--- src/rtl/vga_2bit_pkg.sv ---
// Shared types and helpers for the 2-bit VGA receive monitor.
// Holds the lock FSM state enum, CRC-16-CCITT constants and a 6-bit CRC step.
package vga_2bit_pkg;

   typedef enum logic [1:0] {
      SEARCH,
      FIRST,
      CHECK,
      LOCKED
   } rx_state_t;

   localparam logic [15:0] CRC_POLY = 16'h1021;
   localparam logic [15:0] CRC_INIT = 16'hFFFF;

   // Advance the CRC over one 6-bit pixel, MSB first.
   function automatic logic [15:0] crc16_step6(
      input logic [15:0] crc,
      input logic [5:0]  pixel
   );
      logic [15:0] c;
      c = crc;
      for (int i = 5; i >= 0; i--) begin
         if (c[15] ^ pixel[i])
            c = {c[14:0], 1'b0} ^ CRC_POLY;
         else
            c = {c[14:0], 1'b0};
      end
      return c;
   endfunction

endpackage

--- src/rtl/vga_sync_edge.sv ---
// Sync input history register and start-of-pulse detector.
// Ports: clk, reset (sync, active-high), sync (raw input), start (pulse in
// the cycle the active level first appears on sync). ACTIVE_LOW picks polarity.
module vga_sync_edge #(
   parameter bit ACTIVE_LOW = 1'b1
) (
   input  logic clk,
   input  logic reset,
   input  logic sync,
   output logic start
);

   localparam logic IDLE = ACTIVE_LOW;

   logic sync_d;

   always_ff @(posedge clk) begin
      if (reset)
         sync_d <= IDLE;
      else
         sync_d <= sync;
   end

   assign start = (sync != IDLE) && (sync_d == IDLE);

endmodule

--- src/rtl/vga_2bit_rx.sv ---
// Receive-side timing monitor for the 2-bit-per-colour VGA stream.
// Ports: clk, reset (sync, active-high), hs/vs/blank/r/g/b stream inputs;
// h_total, h_active, v_total, v_active, frame_sum measured per frame,
// frame_valid (publish pulse), locked, timing_err (mismatch/overflow pulse).
// Build option VGA_RX_CRC_EN: frame_sum carries a CRC-16-CCITT of the active
// pixels instead of their modular sum.
module vga_2bit_rx
   import vga_2bit_pkg::*;
#(
   parameter int HW              = 12,
   parameter int VW              = 11,
   parameter int SUM_W           = 24,
   parameter int SYNC_ACTIVE_LOW = 1
) (
   input  logic             clk,
   input  logic             reset,
   input  logic             hs,
   input  logic             vs,
   input  logic             blank,
   input  logic [1:0]       r,
   input  logic [1:0]       g,
   input  logic [1:0]       b,
   output logic [HW-1:0]    h_total,
   output logic [HW-1:0]    h_active,
   output logic [VW-1:0]    v_total,
   output logic [VW-1:0]    v_active,
   output logic [SUM_W-1:0] frame_sum,
   output logic             frame_valid,
   output logic             locked,
   output logic             timing_err
);

   localparam logic [HW-1:0] H_MAX = '1;
   localparam logic [VW-1:0] V_MAX = '1;

   logic hs_start, vs_start;

   vga_sync_edge #(.ACTIVE_LOW(SYNC_ACTIVE_LOW != 0)) u_hs (
      .clk   (clk),
      .reset (reset),
      .sync  (hs),
      .start (hs_start)
   );

   vga_sync_edge #(.ACTIVE_LOW(SYNC_ACTIVE_LOW != 0)) u_vs (
      .clk   (clk),
      .reset (reset),
      .sync  (vs),
      .start (vs_start)
   );

   logic       active;
   logic [5:0] pix;

   assign active = ~blank;
   assign pix    = {r, g, b};

   logic [HW-1:0] h_cnt, a_cnt, h_act_last, last_len, first_len;
   logic          h_seen, first_ok, line_bad, frame_bad;
   logic [VW-1:0] v_cnt, v_act;
   logic [HW-1:0] ref_h;
   logic [VW-1:0] ref_v;

   // A line completes only at an hs start that has a previous hs start.
   logic [HW-1:0] cur_len;
   logic          len_ev, h_sat, v_sat, first_act;

   assign cur_len   = h_cnt + 1'b1;
   assign len_ev    = hs_start & h_seen;
   assign h_sat     = (h_cnt == H_MAX) & ~hs_start;
   assign v_sat     = hs_start & ~vs_start & (v_cnt == V_MAX);
   assign first_act = active & (hs_start | (a_cnt == '0));

   // Frame-end view: the line closed by a coinciding hs start still belongs
   // to the frame that is ending.
   logic [HW-1:0] fin_h_total, fin_h_act;
   logic          fin_line_bad, fin_bad, good;

   assign fin_h_total  = len_ev ? cur_len : last_len;
   assign fin_h_act    = (a_cnt != '0) ? a_cnt : h_act_last;
   assign fin_line_bad = line_bad |
                         (len_ev & first_ok & (cur_len != first_len));
   assign fin_bad      = frame_bad | h_sat;
   assign good         = (fin_h_total == ref_h) && (v_cnt == ref_v) &&
                         !fin_bad && !fin_line_bad;

   always_ff @(posedge clk) begin
      if (reset) begin
         h_cnt      <= '0;
         h_seen     <= 1'b0;
         a_cnt      <= '0;
         h_act_last <= '0;
         last_len   <= '0;
         first_len  <= '0;
         first_ok   <= 1'b0;
         line_bad   <= 1'b0;
         frame_bad  <= 1'b0;
         v_cnt      <= '0;
         v_act      <= '0;
      end else begin
         if (hs_start) begin
            h_cnt  <= '0;
            h_seen <= 1'b1;
            a_cnt  <= {{(HW-1){1'b0}}, active};
            if (len_ev)
               last_len <= cur_len;
         end else begin
            if (h_cnt != H_MAX)
               h_cnt <= h_cnt + 1'b1;
            if (active && a_cnt != H_MAX)
               a_cnt <= a_cnt + 1'b1;
         end

         if (vs_start) begin
            h_act_last <= '0;
            first_ok   <= 1'b0;
            line_bad   <= 1'b0;
            frame_bad  <= 1'b0;
            v_cnt      <= {{(VW-1){1'b0}}, hs_start};
            v_act      <= {{(VW-1){1'b0}}, first_act};
         end else begin
            if (hs_start && a_cnt != '0)
               h_act_last <= a_cnt;
            if (len_ev) begin
               if (!first_ok) begin
                  first_len <= cur_len;
                  first_ok  <= 1'b1;
               end else if (cur_len != first_len) begin
                  line_bad <= 1'b1;
               end
            end
            if (h_sat || v_sat)
               frame_bad <= 1'b1;
            if (hs_start && v_cnt != V_MAX)
               v_cnt <= v_cnt + 1'b1;
            if (first_act && v_act != V_MAX)
               v_act <= v_act + 1'b1;
         end
      end
   end

   logic [SUM_W-1:0] sum_now;

`ifdef VGA_RX_CRC_EN
   logic [15:0] crc, crc_base;

   assign crc_base = vs_start ? CRC_INIT : crc;

   always_ff @(posedge clk) begin
      if (reset)
         crc <= CRC_INIT;
      else if (active)
         crc <= crc16_step6(crc_base, pix);
      else
         crc <= crc_base;
   end

   assign sum_now = {{(SUM_W-16){1'b0}}, crc};
`else
   logic [SUM_W-1:0] acc, acc_base;

   assign acc_base = vs_start ? '0 : acc;

   always_ff @(posedge clk) begin
      if (reset)
         acc <= '0;
      else if (active)
         acc <= acc_base + {{(SUM_W-6){1'b0}}, pix};
      else
         acc <= acc_base;
   end

   assign sum_now = acc;
`endif

   rx_state_t state, state_nxt;
   logic      publish, err, ref_ld;

   always_ff @(posedge clk) begin
      if (reset)
         state <= SEARCH;
      else
         state <= state_nxt;
   end

   always_comb begin
      state_nxt = state;
      publish   = 1'b0;
      err       = 1'b0;
      ref_ld    = 1'b0;
      if (vs_start) begin
         case (state)
            SEARCH: state_nxt = FIRST;
            FIRST: begin
               publish   = 1'b1;
               ref_ld    = 1'b1;
               state_nxt = CHECK;
            end
            CHECK: begin
               publish = 1'b1;
               if (good) begin
                  state_nxt = LOCKED;
               end else begin
                  err    = 1'b1;
                  ref_ld = 1'b1;
               end
            end
            LOCKED: begin
               publish = 1'b1;
               if (!good) begin
                  err       = 1'b1;
                  ref_ld    = 1'b1;
                  state_nxt = CHECK;
               end
            end
            default: state_nxt = SEARCH;
         endcase
      end
   end

   always_ff @(posedge clk) begin
      if (reset) begin
         h_total     <= '0;
         h_active    <= '0;
         v_total     <= '0;
         v_active    <= '0;
         frame_sum   <= '0;
         frame_valid <= 1'b0;
         locked      <= 1'b0;
         timing_err  <= 1'b0;
         ref_h       <= '0;
         ref_v       <= '0;
      end else begin
         frame_valid <= publish;
         timing_err  <= err;
         locked      <= (state_nxt == LOCKED);
         if (publish) begin
            h_total   <= fin_h_total;
            h_active  <= fin_h_act;
            v_total   <= v_cnt;
            v_active  <= v_act;
            frame_sum <= sum_now;
         end
         if (ref_ld) begin
            ref_h <= fin_h_total;
            ref_v <= v_cnt;
         end
      end
   end

endmodule

--- config.mk ---
export PLATFORM = sky130hd
export DESIGN_NAME = vga_2bit_rx
export DESIGN_NICKNAME = d
export VERILOG_FILES = /design/src/rtl/vga_2bit_pkg.sv /design/src/rtl/vga_sync_edge.sv /design/src/rtl/vga_2bit_rx.sv
export SDC_FILE = /design/constraint.sdc
export NUM_CORES = 1
export LEC_CHECK = 0
export ABC_AREA = 0
export BUFFER_PORTS_ARGS = -buffer_cell sky130_fd_sc_hd__clkbuf_2
export CORE_MARGIN = 2
export CORE_UTILIZATION = 59
export CTS_CLUSTER_DIAMETER = 40
export DETAILED_ROUTE_END_ITERATION = 7
export GPL_ROUTABILITY_DRIVEN = 0
export GPL_TIMING_DRIVEN = 0
export HOLD_SLACK_MARGIN = 0.03
export PLACE_DENSITY = 0.85
export SLEW_MARGIN = 20
export SYNTH_ARGS = -nofsm -noshare
export SYNTH_HDL_FRONTEND = slang
export SYNTH_SLANG_ARGS = --single-unit
--- constraint.sdc ---
create_clock -name clk -period 3.5 [get_ports clk]
set_input_delay 0.35 -clock clk [delete_from_list [all_inputs] [get_ports clk]]
set_output_delay 0.35 -clock clk [all_outputs]
set_load 0.03 [all_outputs]
======== Word-level counts from Yosys, hierarchy flattened ========
Index checks and enable logic that the tools add are counted.
word-level totals
  register bits after elaboration ......... 210
  latch bits .............................. 0
  bits in writable memories ............... 0
  ROM bits ................................ 0
  input port bits ......................... 11
  output and inout bits ................... 73
  word-level logic and storage cells ...... 107
  memories kept ........................... 0
operators by class
  $add $sub $neg .......................... 5
  multipliers ............................. 0
  divide/modulo/power cells ............... 0
  magnitude comparators ................... 0
  equal/unequal tests ..................... 13
  shift operators ......................... 0
  mux-type cells .......................... 19
  bitwise operators ....................... 17
  reduce and logical (&&, ||, !) cells .... 25
operator list
  kind                                                             count
  24-bit two-way mux                                               2
  12-bit by 1-bit adder with 12-bit output, second input constant  2
  24-bit by 6-bit adder with 24-bit output                         1
  12-bit two-way mux                                               2
  12-bit inequality test, second input constant                    2
  11-bit by 1-bit adder with 11-bit output, second input constant  2
  11-bit inequality test, second input constant                    2
  12-bit == test                                                   1
  12-bit == test, second input constant                            1
  12-bit zero test                                                 1
  12-bit inequality test                                           1
  12-bit nonzero test                                              1
  11-bit == test                                                   1
  11-bit == test, second input constant                            1
  1-bit two-way mux                                                10
  1-bit logical AND                                                9
  2-bit one-hot mux with 4 select lines                            1
  1-bit AND                                                        7
  1-bit inverter                                                   7
  2-bit == test, second input constant                             3
  2-bit two-way mux                                                3
  3-bit AND reduction                                              2
  2-bit nonzero test                                               3
  2-bit OR reduction                                               3
  7 further kinds                                                  11

======== Depth between registers and ports, before layout ========
  depth in word-level cells ............... 12
  gate-level depth with buffers ........... 13
  depth with buffers taken out ............ 12

======== Cells and area by module ========
A second synthesis with hierarchy kept.
unflattened totals
  cell total of the unflattened synthesis .. 1,126
  area total of the unflattened synthesis .. 9,660.5 sq um
by module, submodules not included
  module         instances  cells each  area an instance (sq um)  sequential area each (sq um)
  vga_2bit_rx    1          1,120       9,590.4                   4,164.0
  vga_sync_edge  2          3           35.0                      20.0

======== Worst setup path before layout ========
OpenSTA, ideal clock, no wires.
  kind .................................... register -> register
  start point ............................. register h_cnt[1]
  end point ............................... register ref_h[10]
  setup time .............................. 0.121 ns
  arrival time ............................ 2.848 ns
  required time ........................... 3.379 ns
  path slack .............................. 0.531 ns
  cell stages (with the launch flop) ...... 12
  buffers on the path ..................... 2
  period minus slack after synthesis ...... 2.969 ns
  path through ............................ dfxtp_1 -> ha_1 -> nand3_2 -> or4_1 -> clkbuf_2 -> or4_1 -> o21ai_0 -> a211oi_1 -> and4_4 -> a31oi_4 -> buf_8 -> mux2_4
between the ends
  longest elaborated chain between the ends .. 9
  elaborated cells between the ends (all ways) .. 17
  classes of those cells .................. add/sub: 1; eq/ne: 3; mux: 4; bitwise: 4; reduce/logical: 5
ends and longest elaborated chain
  element                                                                     line                                    text
  start: declaration                                                          vga_2bit_rx.sv:58                       logic [HW-1:0] h_cnt, a_cnt, h_act_last, last_len, first_len;
  start signal: assignment                                                    vga_2bit_rx.sv:109                      h_cnt <= h_cnt + 1'b1;
  12-bit by 1-bit adder with 12-bit output or 12-bit == test (tied branches)  vga_2bit_rx.sv:68, vga_2bit_rx.sv:70
  12-bit inequality test, or another cell as far along                        vga_2bit_rx.sv:82                       (len_ev & first_ok & (cur_len != first_len));
  1-bit AND, or another cell as far along                                     vga_2bit_rx.sv:82
  1-bit OR, or another cell as far along                                      vga_2bit_rx.sv:81                       assign fin_line_bad = line_bad |
  1-bit zero test or 1-bit logical AND (tied branches)                        vga_2bit_rx.sv:85, vga_2bit_rx.sv:84
  1-bit logical AND                                                           vga_2bit_rx.sv:85                       !fin_bad && !fin_line_bad;
  1-bit two-way mux                                                           vga_2bit_rx.sv:201, vga_2bit_rx.sv:210
  1-bit one-hot mux with 2 select lines                                       vga_2bit_rx.sv:192                      case (state)
  1-bit two-way mux                                                           vga_2bit_rx.sv:191                      if (vs_start) begin
  end signal: assignment                                                      vga_2bit_rx.sv:245                      ref_h <= fin_h_total;
  end: declaration                                                            vga_2bit_rx.sv:61                       logic [HW-1:0] ref_h;
Parallel ways exist; a longest one is shown, timed or not.
A chain may end at the register's enable or synchronous reset.

======== Worst setup path in the final report ========
  start point ............................. register h_cnt[1]
  end point ............................... register ref_h[9]
The elaborated chain is that of the path after synthesis.

==> out/summary.md <==
For the number of hold violations in the final report, the log shows 0. On the final layout, the worst clock skew is 0.0168 ns. In the layout the commonest cells are 210 x dfxtp_1, 151 x nand2_1, 147 x nor2_1, 110 x a21oi_1, 83 x clkbuf_2. The tools report the post-placement cell area as 10000 um^2.

Measured in cells, the most critical reg-to-reg path has a length of 11. In this run, synthesis inferred 0 flip-flops with an integrated enable. The maximum number of pins on one net before global-route repair was 14. After floorplanning, the core was divided into 45 placement rows.

The tools report the post-synthesis instance area as 9340 um^2. The number of global-route vias before repair was 7753. The type of element launching the critical path was a register. After routing, the total negative slack on setup checks comes to 0 ns.

At the later pin of the worst-skew pair, clock insertion delay measures 0.53 ns. The run finished with clean final reports. For the maximum frequency from static timing analysis, the log shows 0.299 GHz. The analysis attributes to cell leakage a power of 4.15 nW. No sink is reached through more buffers than the 3 on the longest clock path. For this run the aggregate overflow at the end of global routing stands at 0.

The logs give 1 for the H-tree depth and 16.7 mm for the HPWL after detailed placement. Once detail routing completed, the nets flagged for antenna violations numbered 0. In this run the power density over the cells is 518 nW/um^2. The share of flip-flops with an asynchronous set or reset after synthesis works out to 0. For the number of antenna violations at the first check in global routing, the log shows 0. For the post-CTS repair timing setup buffer count, the log shows 0. The die covers 16800 um^2. The final cell utilization of the core is 0.714.

For the global-route wire length before repair, the log shows 38.1 mm. The logs give 0 for the number of max-cap violations and 210 for the CTS sink count. VDD sags by at most 451 uV.

The DRC marker count from the first detailed-route iteration was 901. TritonCTS built the clock tree. Data on the critical path is required at its endpoint by 3.91 ns. The die width is 130 um. The worst slack after detailed placement was 0.154 ns; the final critical-path share of the clock period was 0.955. The number of placed I/O pins came out at 84. For the final worst-path setup slack, the log shows 0.157 ns. The run gives 0 as the number of design rule violations left after detail routing. The kind of path behind the tightest hold check was in2reg. The total clock buffers created by CTS was 27. Input and output buffers added on the ports amount to 81. Setup repair after global routing left no endpoint under its margin. In this run the standard cell core region covers 15300 um^2.

In this run, post-CTS repair resized a total of 0 instances. For the synthesized instance count, the log shows 1107. After detailed routing, the total wire length is 24.1 mm. The critical path endpoint category was a register. The transition time at the pin with the least slew margin came out at 0.810 ns. The initial core utilization came out at 0.610.

The die span in y came out at 130 um. After routing the design area is 10900 um^2. In this run the worst path has a maximum fanout of 10. The synthesized area divided by synthesized cell count was 8.43 um^2; the layout cell share with drive strength beyond 1 was 0.137. In the synthesized netlist the dominant register cell turns out to be dfxtp_1. For flop-to-flop paths, the worst setup slack is 0.16 ns.

Data arrives at the worst endpoint at 3.75 ns. Setup violations remaining at the end of the flow were counted as 0. The worst setup path is of the reg2reg kind. The number of max-slew violations in the final report was 0.

The average wire per standard cell works out to 16.7 um. Counting flops and latches in the post-synthesis netlist gives 210. The cell at the root of the clock tree was clkbuf_16.

During synthesis, Yosys emitted a total of 0 warnings. The detailed router placed 8373 vias in this run. The sequential cell area fraction in the yosys report came out at 0.450. The leading cell type in the layout, fill and taps excluded is dfxtp_1. The max-slew headroom at the worst pin came out at 0.460. For the finished layout, the period the worst path requires is 3.34 ns.

Relative to the synthesized area, the layout overhead comes to 17.2%. The count of unique library cells instantiated by Yosys was 67; the overall routing resource usage was 0.281. The detailed-router iteration count before antenna repair is 5.

The diode insertion count for antenna repair was 0; the clock-pin slew reported for the worst setup and hold paths after clock tree synthesis was 0.06 ns. Using the TritonRoute via totals, the vias-per-cell ratio works out to 5.79. For this run, the post-layout net count is 1240. The final-layout fill cell count was 1143; the hold path depth was 2.

The number of nets handed over by synthesis was 1130. The hold buffer count at CTS is 0.
-- logic make-up (layout without fill, tap and decap cells) --
group	Yosys count	after routing	synth area share
buffers and inverters	91	220	0.0401
XOR/XNOR	80	80	0.0767
multiplexers	37	37	0.0442
AO/OA/AOI/OAI	203	203	0.133
AND/OR/NAND/NOR	474	474	0.239
flip-flops	210	210	0.450
adder cells (fa/ha/maj)	12	12	0.0169
-- registers in the layout, summed over array words and instances, names as in the netlist, 12 cells and up --
name,cells
last_len,12
acc,24
a_cnt,12
first_len,12
ref_h,12
h_active,12
h_total,12
h_cnt,12
frame_sum,24
h_act_last,12
-- cell usage after synthesis (10+ instances only) --
master      n  area (um^2)
xnor2_1    33          289
nand3_1    21          105
inv_1      17         63.8
dfxtp_1   210         4200
nand2_1   151          567
clkbuf_1   51          191
o21ai_0    16         80.1
or3_1      10         62.6
nor3_1     21          105
buf_1      10         37.5
nand2b_1   34          213
ha_1       11          138
nor2_1    147          552
mux2i_1    24          240
a21oi_1   110          551
nor2b_1    17          106
nor4_1     10         62.6
xor2_1     46          403
a211oi_1   34          255
nand4_1    16          100
and2_1     12         75.1
-- worst max-delay path: stages, from the launching register on --
cell,delay [ns]
dfxtp_1,0.42
ha_2,0.29
nand3_2,0.18
or4_1,0.53
clkbuf_2,0.17
or4_1,0.42
o21ai_0,0.09
a211oi_1,0.07
and4_4,0.18
a31oi_4,0.32
buf_8,0.23
mux2_4,0.32
-- cell type report --
type	instances	area, um^2	area share
Multi-Input combinational cell	806	4790	0.438
Sequential cell	210	4200	0.384
Clock buffer	33	728	0.0666
Timing Repair Buffer	81	405	0.0371
Buffer	74	310	0.0284
Tap cell	211	264	0.0241
Clock inverter	15	173	0.0158
Inverter	17	63.8	0.00583
-- power breakdown --
part | switching (mW) | total (mW) | internal (mW)
Sequential | 0.0362 | 2.47 | 2.44
Clock | 1.06 | 2.76 | 1.70
Combinational | 0.294 | 0.433 | 0.139
-- worst paths after layout --
| check | start | end |
|---|---|---|
| max | h_cnt[1] | ref_h[9] |
| min | vs | u_vs.sync_d |
| max reg2reg | h_cnt[1] | ref_h[9] |
| min reg2reg | acc[2] | frame_sum[2] |
-- through the flow --
stage,hold WS (ns),cells,total power [mW]
floorplan,0.427,1107,2.82
global placement,0.436,1399,2.93
detailed placement,0.442,1399,2.94
CTS,0.0445,1447,5.66
global route,0.0489,1447,5.82
finish,0.0541,1447,5.67
-- per-layer routing --
metal | wire length, um | GRT usage
met1 | 10400 | 0.382
met2 | 11200 | 0.450
met3 | 1680 | 0.0422
met4 | 841 | 0.113
met5 | 0 | 0
Power figures use the tool's default switching activity.
